--- src/rtl/clarvi_alu_sequencer.sv ---
// Sequences one 64-bit operation through the byte-serial 8-bit ALU, one slice per cycle,
// in the part order the op needs, and reassembles the full-width result.
module clarvi_alu_sequencer #(
  parameter int XLEN   = 64,
  parameter int SLICE  = 8,
  parameter int CTRL_W = 32
) (
  input  logic              clock,
  input  logic              reset,
  input  logic              req_valid,
  output logic              req_ready,
  input  logic [CTRL_W-1:0] req_ctrl,
  input  logic [XLEN-1:0]   req_rs1,
  input  logic [XLEN-1:0]   req_rs2,
  input  logic              req_reverse,
  input  logic              req_is32,
  input  logic              hold,
  output logic [CTRL_W-1:0] alu_ctrl,
  output logic [2:0]        alu_part,
  output logic [SLICE-1:0]  alu_rs1_byte,
  output logic [SLICE-1:0]  alu_rs2_byte,
  output logic              alu_stall,
  input  logic [SLICE-1:0]  alu_result,
  output logic              resp_valid,
  input  logic              resp_ready,
  output logic [XLEN-1:0]   resp_result
);

  localparam int NPARTS = XLEN / SLICE;

  typedef enum logic [1:0] {IDLE, RUN, DONE} state_e;

  state_e              state_q, state_d;
  logic [CTRL_W-1:0]   ctrl_q, ctrl_d;
  logic [XLEN-1:0]     rs1_q, rs1_d, rs2_q, rs2_d, result_q, result_d;
  logic                reverse_q, reverse_d, is32_q, is32_d;
  logic [2:0]          step_q, step_d;
  logic [2:0]          cur_part;
  logic                accept;

  // reverse W ops walk the low word MSB-first, then the high word MSB-first
  always_comb begin
    if (!reverse_q)  cur_part = step_q;
    else if (is32_q) cur_part = {step_q[2], ~step_q[1:0]};
    else             cur_part = ~step_q;
  end

  assign req_ready = (state_q == IDLE) || ((state_q == DONE) && resp_ready);
  assign accept    = req_valid && req_ready;

  always_ff @(posedge clock) begin
    if (!reset) begin
      state_q   <= IDLE;
      ctrl_q    <= '0;
      rs1_q     <= '0;
      rs2_q     <= '0;
      reverse_q <= 1'b0;
      is32_q    <= 1'b0;
      result_q  <= '0;
      step_q    <= '0;
    end else begin
      state_q   <= state_d;
      ctrl_q    <= ctrl_d;
      rs1_q     <= rs1_d;
      rs2_q     <= rs2_d;
      reverse_q <= reverse_d;
      is32_q    <= is32_d;
      result_q  <= result_d;
      step_q    <= step_d;
    end
  end

  always_comb begin
    state_d   = state_q;
    ctrl_d    = ctrl_q;
    rs1_d     = rs1_q;
    rs2_d     = rs2_q;
    reverse_d = reverse_q;
    is32_d    = is32_q;
    result_d  = result_q;
    step_d    = step_q;
    case (state_q)
      RUN: begin
        if (!hold) begin
          for (int i = 0; i < NPARTS; i++)
            if (cur_part == 3'(i)) result_d[i*SLICE +: SLICE] = alu_result;
          step_d = step_q + 3'd1;
          if (step_q == 3'd7) state_d = DONE;
        end
      end
      DONE:    if (resp_ready) state_d = IDLE;
      default: state_d = IDLE;
    endcase
    if (accept) begin
      state_d   = RUN;
      ctrl_d    = req_ctrl;
      rs1_d     = req_rs1;
      rs2_d     = req_rs2;
      reverse_d = req_reverse;
      is32_d    = req_is32;
      result_d  = '0;
      step_d    = '0;
    end
  end

  always_comb begin
    alu_ctrl     = ctrl_q;
    alu_part     = 3'd0;
    alu_rs1_byte = '0;
    alu_rs2_byte = '0;
    alu_stall    = 1'b1;
    resp_valid   = (state_q == DONE);
    resp_result  = result_q;
    if (state_q == RUN) begin
      alu_part  = cur_part;
      alu_stall = hold;
      for (int i = 0; i < NPARTS; i++)
        if (cur_part == 3'(i)) begin
          alu_rs1_byte = rs1_q[i*SLICE +: SLICE];
          alu_rs2_byte = rs2_q[i*SLICE +: SLICE];
        end
    end
  end

endmodule

--- config.mk ---
export PLATFORM = sky130hd
export DESIGN_NAME = clarvi_alu_sequencer
export DESIGN_NICKNAME = d
export VERILOG_FILES = /design/src/rtl/clarvi_alu_sequencer.sv
export SDC_FILE = /design/constraint.sdc
export NUM_CORES = 1
export LEC_CHECK = 0
export ABC_AREA = 0
export CAP_MARGIN = 25
export CORE_AREA = 3 3 152 154
export CTS_BUF_LIST = sky130_fd_sc_hd__clkbuf_8
export DETAILED_ROUTE_END_ITERATION = 10
export DIE_AREA = 0 0 155 157
export GPL_TIMING_DRIVEN = 0
export PLACE_DENSITY_LB_ADDON = 0.2
export SKIP_CTS_REPAIR_TIMING = 1
export SYNTH_ARGS = -nofsm -noshare
export SYNTH_HDL_FRONTEND = slang
export SYNTH_SLANG_ARGS = --single-unit
--- constraint.sdc ---
create_clock -name clock -period 2.4 [get_ports clock]
set_input_delay 0.48 -clock clock [delete_from_list [all_inputs] [get_ports clock]]
set_output_delay 0.48 -clock clock [all_outputs]
set_load 0.02 [all_outputs]
==> results list, run 1 <==
* Worst path arrival time: 2.77 ns
- Among cell families on the critical path, the largest total delay comes from compound AO/OA/AOI/OAI gates.
- Minimum setup slack after placement: -1.25 ns
* Class of the tightest hold or removal check: in2reg
* Vias after detailed routing: 11,548
* Post-Syn Instances: 1,394
- In the final routed layout, each cell accounts on average for 18.9 microns.
* Transition time of the tightest slew-check pin: 0.773 ns
- Measured along the x axis, the die boundary spans 155 microns.
* Critical path capture point type: primary output
- After legalization and detailed placement, the total HPWL measured 27,900 microns.
- Library cell appearing most often on the critical path: buf_6
* Relative area change from synthesis to final layout: 45.6%
- On the worst path, the slowest cell contributes a delay of 0.39 ns.
- Leaving out filler cells and counting taps, the final layout contains 2,048.
- Clock transition at the register clock pins on the worst setup and hold paths after CTS: 0.06 ns
- Most used DFF post-synth: dfxtp_1
- Peak supply drop: 0.538 mV
- The H-tree was split into 2 levels.
* Worst setup skew after layout: 0.0119 ns
* Length of the first detailed-routing pass in iterations: 6
- Count of boundary I/O pins: 293
* Total grt overflow: 0
- Counting every net in the synthesized netlist gives 1,571.
* First-pass GRT wire length: 57,000 microns
- Number of filler instances in the final layout: 1,723
- No sink is reached through more buffers than the 3 on the longest clock path.
- Buffers placed on the I/O ports in this run total 284.
- Counting I/O delays and the setup requirement, the final critical path takes 3.25 ns.
* Cell Count Post-Placement: 1,958
- Syn Std Cell Area: 10,900 sq um
- The initial utilization of the core area, before any placement, comes to 0.497.
- At the end of routability-driven placement, the weighted congestion stood at 0.948.
- The number of global-route vias before repair came to 10,861.
- Setup total negative slack on the finished layout was measured at -12.16 ns.
- Remaining DRCs: 0
- Traced cell by cell, the critical path runs through buf_6, or3b_1, buf_6, o21ai_2, a22o_1, buf_6, a221o_1, a211oi_2, nor3_2, buf_4.
- Of the cells placed in the final design, the portion with a size suffix greater than 1 is 0.147.
- After synthesis the netlist holds a flip-flop and latch count of 231.
- Once detail routing completed, the nets flagged for antenna violations numbered 0.
- During synthesis, Yosys emitted a total of 0 warnings.
- Number of DRC violations after detailed-routing iteration 0: 1,272
- In the post-route analysis, the smallest setup slack over all paths is -0.852 ns.
- Placeable core area: 21,800 sq um
- Worst Hold Slack: 0.368 ns
- Critical path type: reg2out
* Seq/Total Area, Yosys: 0.426
- The number of endpoints with negative hold slack in the final report was 0.
- Outcome: finished, violations left
* Number of vias per cell after detailed routing: 5.64
- Yosys mapped a number of flops with a built-in enable equal to 0.
* Chip Height: 157 microns
- Pin count of the biggest net entering global routing: 11
- Number of clock sinks seen by CTS: 231
- Of the available clock period, the critical path in the final layout requires 1.36.
- Num CTS Buffers: 39
- Along the worst path, the maximum fanout reaches 9.
* Async S/R FF share, synth: 0
- Across the run, the number of max-cap violations was 0.
- The net count of the finished layout is 1,915.
* Total power consumption of the routed design: 9.22 mW
- The worst setup path is launched from a flip-flop.
* Headroom to the max-slew limit: 0.485
- At the later pin of the worst-skew pair, clock insertion delay measures 0.54 ns.
- Setup Viol. Count Final: 17
- In this run the core area contains 54 standard-cell rows.
* Cell area power density: 583 nW/um^2
- STA puts the critical path data required time at 1.92 ns.
- TritonCTS built the clock tree.
- Max Slew Vio Count: 0
* Cell at the slowest stage of the critical path: or3b_1
* Synthesized area divided by synthesized cell count: 7.79 sq um
* Die outline area: 24,300 sq um
- The analysis attributes to cell leakage a power of 5.77 nW.
- The number of different library cells used by synthesis comes to 59.
- The tree is rooted in a clkbuf_8.
- Antenna cells: 0
* Initial antenna violation count: 1
- Together, buffers and inverters on the worst path number 4.
* Total wirelength of the detailed-routed design: 38,700 microns
- Violations in the final reports: negative setup slack
- Max Clk Rate: 0.307 GHz
* Setup repair after global routing missed its margin: true
* Global routing usage summed across all routing layers: 0.291
==> power breakdown <==
part / internal (mW) / leakage, nW / switching [mW] / total (mW)
sequential: 4.01 / 1.89 / 0.131 / 4.14
combinational: 0.661 / 3.41 / 0.749 / 1.41
clock: 2.07 / 0.472 / 1.61 / 3.67
==> cells by family after synthesis <==
logic type | Yosys count | share of synthesized area
mux | 24 | 0.0221
flops | 231 | 0.426
simple gates | 541 | 0.204
xor+xnor | 4 | 0.00323
buf+inv | 139 | 0.0565
fa+ha+maj | 2 | 0.00230
compound gates | 453 | 0.286
==> cells in the mapped netlist (8+ instances only) <==
library cell  number  area, sq um
nor2b_1            8         50.1
a211oi_1           8         60.1
o21ai_0           54          270
mux2i_1           24          240
nand3_1           17         85.1
a22oi_1           14          105
a21oi_1          113          566
a21boi_0         162         1220
buf_2             25          125
clkbuf_1          73          274
buf_4              8         60.1
buf_1              8         30.0
a31o_2            13          114
dfxtp_1          231         4620
o21a_1             8         60.1
inv_1             21         78.8
and2_1            11         68.8
nor2_1            52          195
a221oi_1          15          131
nand2_1          420         1580
o211ai_1          10         75.1
a221o_1           21          210
==> cells in the final DEF (no fill, tap or decap), drive strengths merged, types with 4 or more instances in the layout <==
cell           instances
clkdlybuf4s50        263
o21ai                 61
a2111oi                7
nand2                421
a21o                   4
a31o                  13
a21boi               162
nor2b                  8
o211ai                10
nor3                   7
inv                   31
dfxtp                231
a211oi                 8
buf                   80
clkbuf               133
a22oi                 14
and2                  12
a221o                 21
a21oi                113
nand2b                 7
nor2                  53
o21a                   8
nand3                 17
mux2i                 24
a221oi                15
==> worst min-delay path: stages <==
cell and delay, ns:
clkbuf_1 0.20, nand2_1 0.11, a21oi_1 0.06
==> cell type report <==
| class | count | area (sq um) | share of cell area |
|---|---|---|---|
| tap | 280 | 350 | 0.0222 |
| clock buffer | 56 | 771 | 0.0487 |
| sequential | 231 | 4640 | 0.293 |
| buffer | 115 | 761 | 0.0481 |
| inverter | 21 | 82.6 | 0.00522 |
| multi-input combinational | 1024 | 6090 | 0.385 |
| timing repair buffer | 306 | 3050 | 0.193 |
| clock inverter | 15 | 68.8 | 0.00435 |
==> routing by layer <==
metal	track usage	vias up	part of all wire
met5	0	-	0.00047
met4	0.0828	2	0.031
met3	0.0872	95	0.12
met2	0.477	603	0.46
met1	0.373	5359	0.39
li1	-	5489	-
==> flip-flops by register name, indices dropped and copies added (netlist names) <==
signal / cells
resp_result: 64
rs1_q: 64
rs2_q: 64
alu_ctrl: 32
step_q: 3
state_q: 2
is32_q: 1
reverse_q: 1
==> worst paths after layout <==
kind / to / cells past startpoint / slack [ns] / from
setup / recovery: alu_rs2_byte[3] / 10 / -0.85 / reverse_q$_SDFFE_PN0P_
hold / removal: resp_result[63]$_SDFFE_PP0P_ / 3 / 0.37 / alu_result[7]
setup reg to reg: resp_result[38]$_SDFFE_PP0P_ / 6 / 0.20 / is32_q$_SDFFE_PN0P_
hold reg to reg: resp_result[41]$_SDFFE_PP0P_ / 2 / 0.45 / resp_result[41]$_SDFFE_PP0P_
==> stage by stage <==
| step | utilization | cell area, sq um |
|---|---|---|
| after floorplan | - | 10900 |
| after global placement | 0.647 | 14100 |
| after detailed placement | 0.647 | 14100 |
| after CTS | 0.686 | 15000 |
| after global routing | 0.725 | 15800 |
| final | 0.725 | 15800 |
Note: power is estimated with default switching activity, not from simulation.
==> inputs of run 2 (changes only) <==
--- a/config.mk
+++ b/config.mk
@@ -14,6 +14,7 @@
 export GPL_TIMING_DRIVEN = 0
 export PLACE_DENSITY_LB_ADDON = 0.2
 export SKIP_CTS_REPAIR_TIMING = 1
+export SLEW_MARGIN = 40
 export SYNTH_ARGS = -nofsm -noshare
 export SYNTH_HDL_FRONTEND = slang
 export SYNTH_SLANG_ARGS = --single-unit
==> run 2 against run 1 <==
  * The flow still finishes with violations (negative setup slack)
  * Wire length shrank 0.68%
  * Register-to-register slack gained 0.06 ns
  * Maximum frequency grew 1.2%
  * Global-route usage is the same
  * Setup slack gained 0.040 ns
  * Non-clock buffer count grew 1
  * Cell area is essentially flat
  * Total power shrank 0.16%
==> results list, run 2 (synthesis results as in run 1) <==
- Critical path capture point type: primary output
* Transition time of the tightest slew-check pin: 0.759 ns (-0.0131 ns)
- Instance area at placement: 14,100 sq um (unchanged)
* Max-cap viol count: 0 (unchanged)
- The number of antenna violations at the first check in global routing is 1 (unchanged).
- TritonCTS built the clock tree.
- Number of filler instances in the final layout: 1,723 (unchanged)
* Final std cells w/o fill: 2,049 (+0.049%)
* Die outline area: 24,300 sq um (unchanged)
* Max Clk Rate: 0.311 GHz (+1.2%)
* Total grt overflow: 0 (unchanged)
* Length of the first detailed-routing pass in iterations: 6 (unchanged)
- The core region area was 21,800 sq um (unchanged).
* Met2 Track Usage GR: 0.477 (unchanged)
- Routed length per instance: 18.7 microns (-0.73%)
- The chip width was 155 microns (unchanged).
* Most common cell after layout, fill and taps aside: nand2_1
* Req. time, crit path: 1.92 ns (about the same)
- The number of buffers on the longest clock path came to 3 (unchanged).
- The min-delay analysis places its worst path in the category in2reg.
- The worst setup path is launched from a flip-flop.
* Antenna-violating nets left: 0 (unchanged)
- The peak fanout along the critical path was 9 (unchanged).
- The total length of routed wires came to 38,400 microns (-0.68%).
- The area of all sequential standard cells was 4640 sq um (unchanged).
- Remaining DRCs: 0 (unchanged)
- The cell area power density was 583 nW/um^2 (-0.13%).
* Post-route cell area: 15,800 sq um (about the same)
- Met3 track demand over resource in global routing: 0.0872 (unchanged)
* Global routing usage summed across all routing layers: 0.291 (unchanged)
- Antenna cells: 0 (unchanged)
- The number of endpoints with negative hold slack in the final report came to 0 (unchanged).
- Setup Viol. Count Final: 17 (unchanged)
* Nets@finish: 1,916 (+0.052%)
* Global placement routability congestion: 0.948 (unchanged)
* Post-route minimum period: 3.21 ns (-0.0401 ns)
- The cell sitting at the root of the clock tree is a clkbuf_8.
- Number of clock sinks seen by CTS: 231 (unchanged)
- Multi-input logic area: 6080 sq um (-0.10%)
* Cell Count Post-Placement: 1,958 (unchanged)
- Setup repair after global routing could not meet its margin everywhere.
- The global routing stage identified its most utilized layer as met2.
- Most frequent cells in the layout: nand2_1 (419), clkdlybuf4s50_1 (263), dfxtp_1 (225)
- Worst setup skew after layout: 0.00855 ns (-0.00338 ns)
- By startpoint and endpoint, the worst setup path is classified as reg2out.
* Max Slew Vio Count: 0 (unchanged)
- The worst vdd rail ir drop came to 0.538 mV (about the same).
- The final worst slack was -0.812 ns (+0.0401 ns).
* Post-DP HPWL: 27,900 microns (unchanged)
- Pin count of the biggest net entering global routing: 11 (unchanged)
- The violation count after the first detailed-route iteration was 1,048 (-18%).
- Worst path arrival time: 2.73 ns (-0.04 ns)
- The clock transition at the registers of the reported paths was 0.06 ns (about the same).
- Count of boundary I/O pins: 293 (unchanged)
* Relative area change from synthesis to final layout: 45.6% (about the same)
- The number of global-route vias before repair is 10,861 (unchanged).
- The number of vias in the routed layout was 11,561 (+0.11%).
* Num CTS Buffers: 39 (unchanged)
* Outcome: finished, violations left
- The part of the cycle the worst path needs was 1.34 (-0.0167).
- First-pass GRT wire length: 57,000 microns (unchanged)
* Ratio of cells with drive above 1 in the final layout: 0.147 (about the same)
- Initial Utilization: 0.497 (unchanged)
- The floorplan row count was 54 (unchanged).
- Met1 track demand over resource: 0.373 (unchanged)
- LEAKAGE: 5.78 nW (about the same)
- The mean number of vias per cell came to 5.64 (about the same).
- IO Port Bufs: 284 (unchanged)
- The insertion delay to the later sink of the worst-skew pair is 0.53 ns (about the same).
- Violations in the final reports: negative setup slack
* Headroom to the max-slew limit: 0.494 (+0.00872)
* H-tree Lvls: 2 (unchanged)
- The die boundary height came to 157 microns (unchanged).
run 2: metal layers:
layer / share of wire / vias to the layer above
li1: - / 5492
met1: 0.40 / 5387
met2: 0.46 / 602
met3: 0.11 / 78
met4: 0.025 / 2
met5: 0.00047 / -
run 2: where the power goes:
group / switching [mW] / total [mW] / leakage (nW) / internal (mW)
clock network: 1.60 / 3.67 / 0.472 / 2.07
registers: 0.131 / 4.14 / 1.89 / 4.01
logic: 0.748 / 1.40 / 3.41 / 0.656
total: 2.48 / 9.21 / 5.78 / 6.73
run 2: area by class of cell:
type | count | share of cell area
flip-flops and latches | 231 | 0.294
clock buffers | 56 | 0.0488
multi-input cells | 1024 | 0.385
repair buffers | 307 | 0.194
clock inverters | 15 | 0.00435
well taps | 280 | 0.0222
plain buffers | 115 | 0.0474
inverters | 21 | 0.00522
run 2: path summary, 6_finish.rpt:
check	end	slack, ns	from	cells after the start
worst max register to register	resp_result[38]$_SDFFE_PP0P_	0.26	is32_q$_SDFFE_PN0P_	6
worst min-delay path	resp_result[55]$_SDFFE_PP0P_	0.36	alu_result[7]	3
worst max-delay path	alu_rs2_byte[3]	-0.81	reverse_q$_SDFFE_PN0P_	10
worst min register to register	resp_result[41]$_SDFFE_PP0P_	0.45	resp_result[41]$_SDFFE_PP0P_	2
run 2: critical path: stages (launching register included):
cell and delay [ns]:
dfxtp_2 0.33, buf_6 0.13, or3b_1 0.38, buf_6 0.15
o21ai_2 0.07, a22o_1 0.19, buf_6 0.16, a221o_1 0.32
a211oi_2 0.08, nor3_2 0.21, buf_4 0.18
run 2: through the flow:
step	worst slack (ns)	power, mW	TNS [ns]	hold slack [ns]	utilization
after global placement	-1.27	5.46	-134.52	0.442	0.647
after floorplan	-0.00692	4.84	-0.00692	0.439	-
after global routing	-0.861	9.55	-12.76	0.372	0.724
final	-0.812	9.21	-11.78	0.361	0.724
after detailed placement	-1.25	5.49	-142.68	0.448	0.647
after CTS	-1.84	9.13	-60.98	0.354	0.686
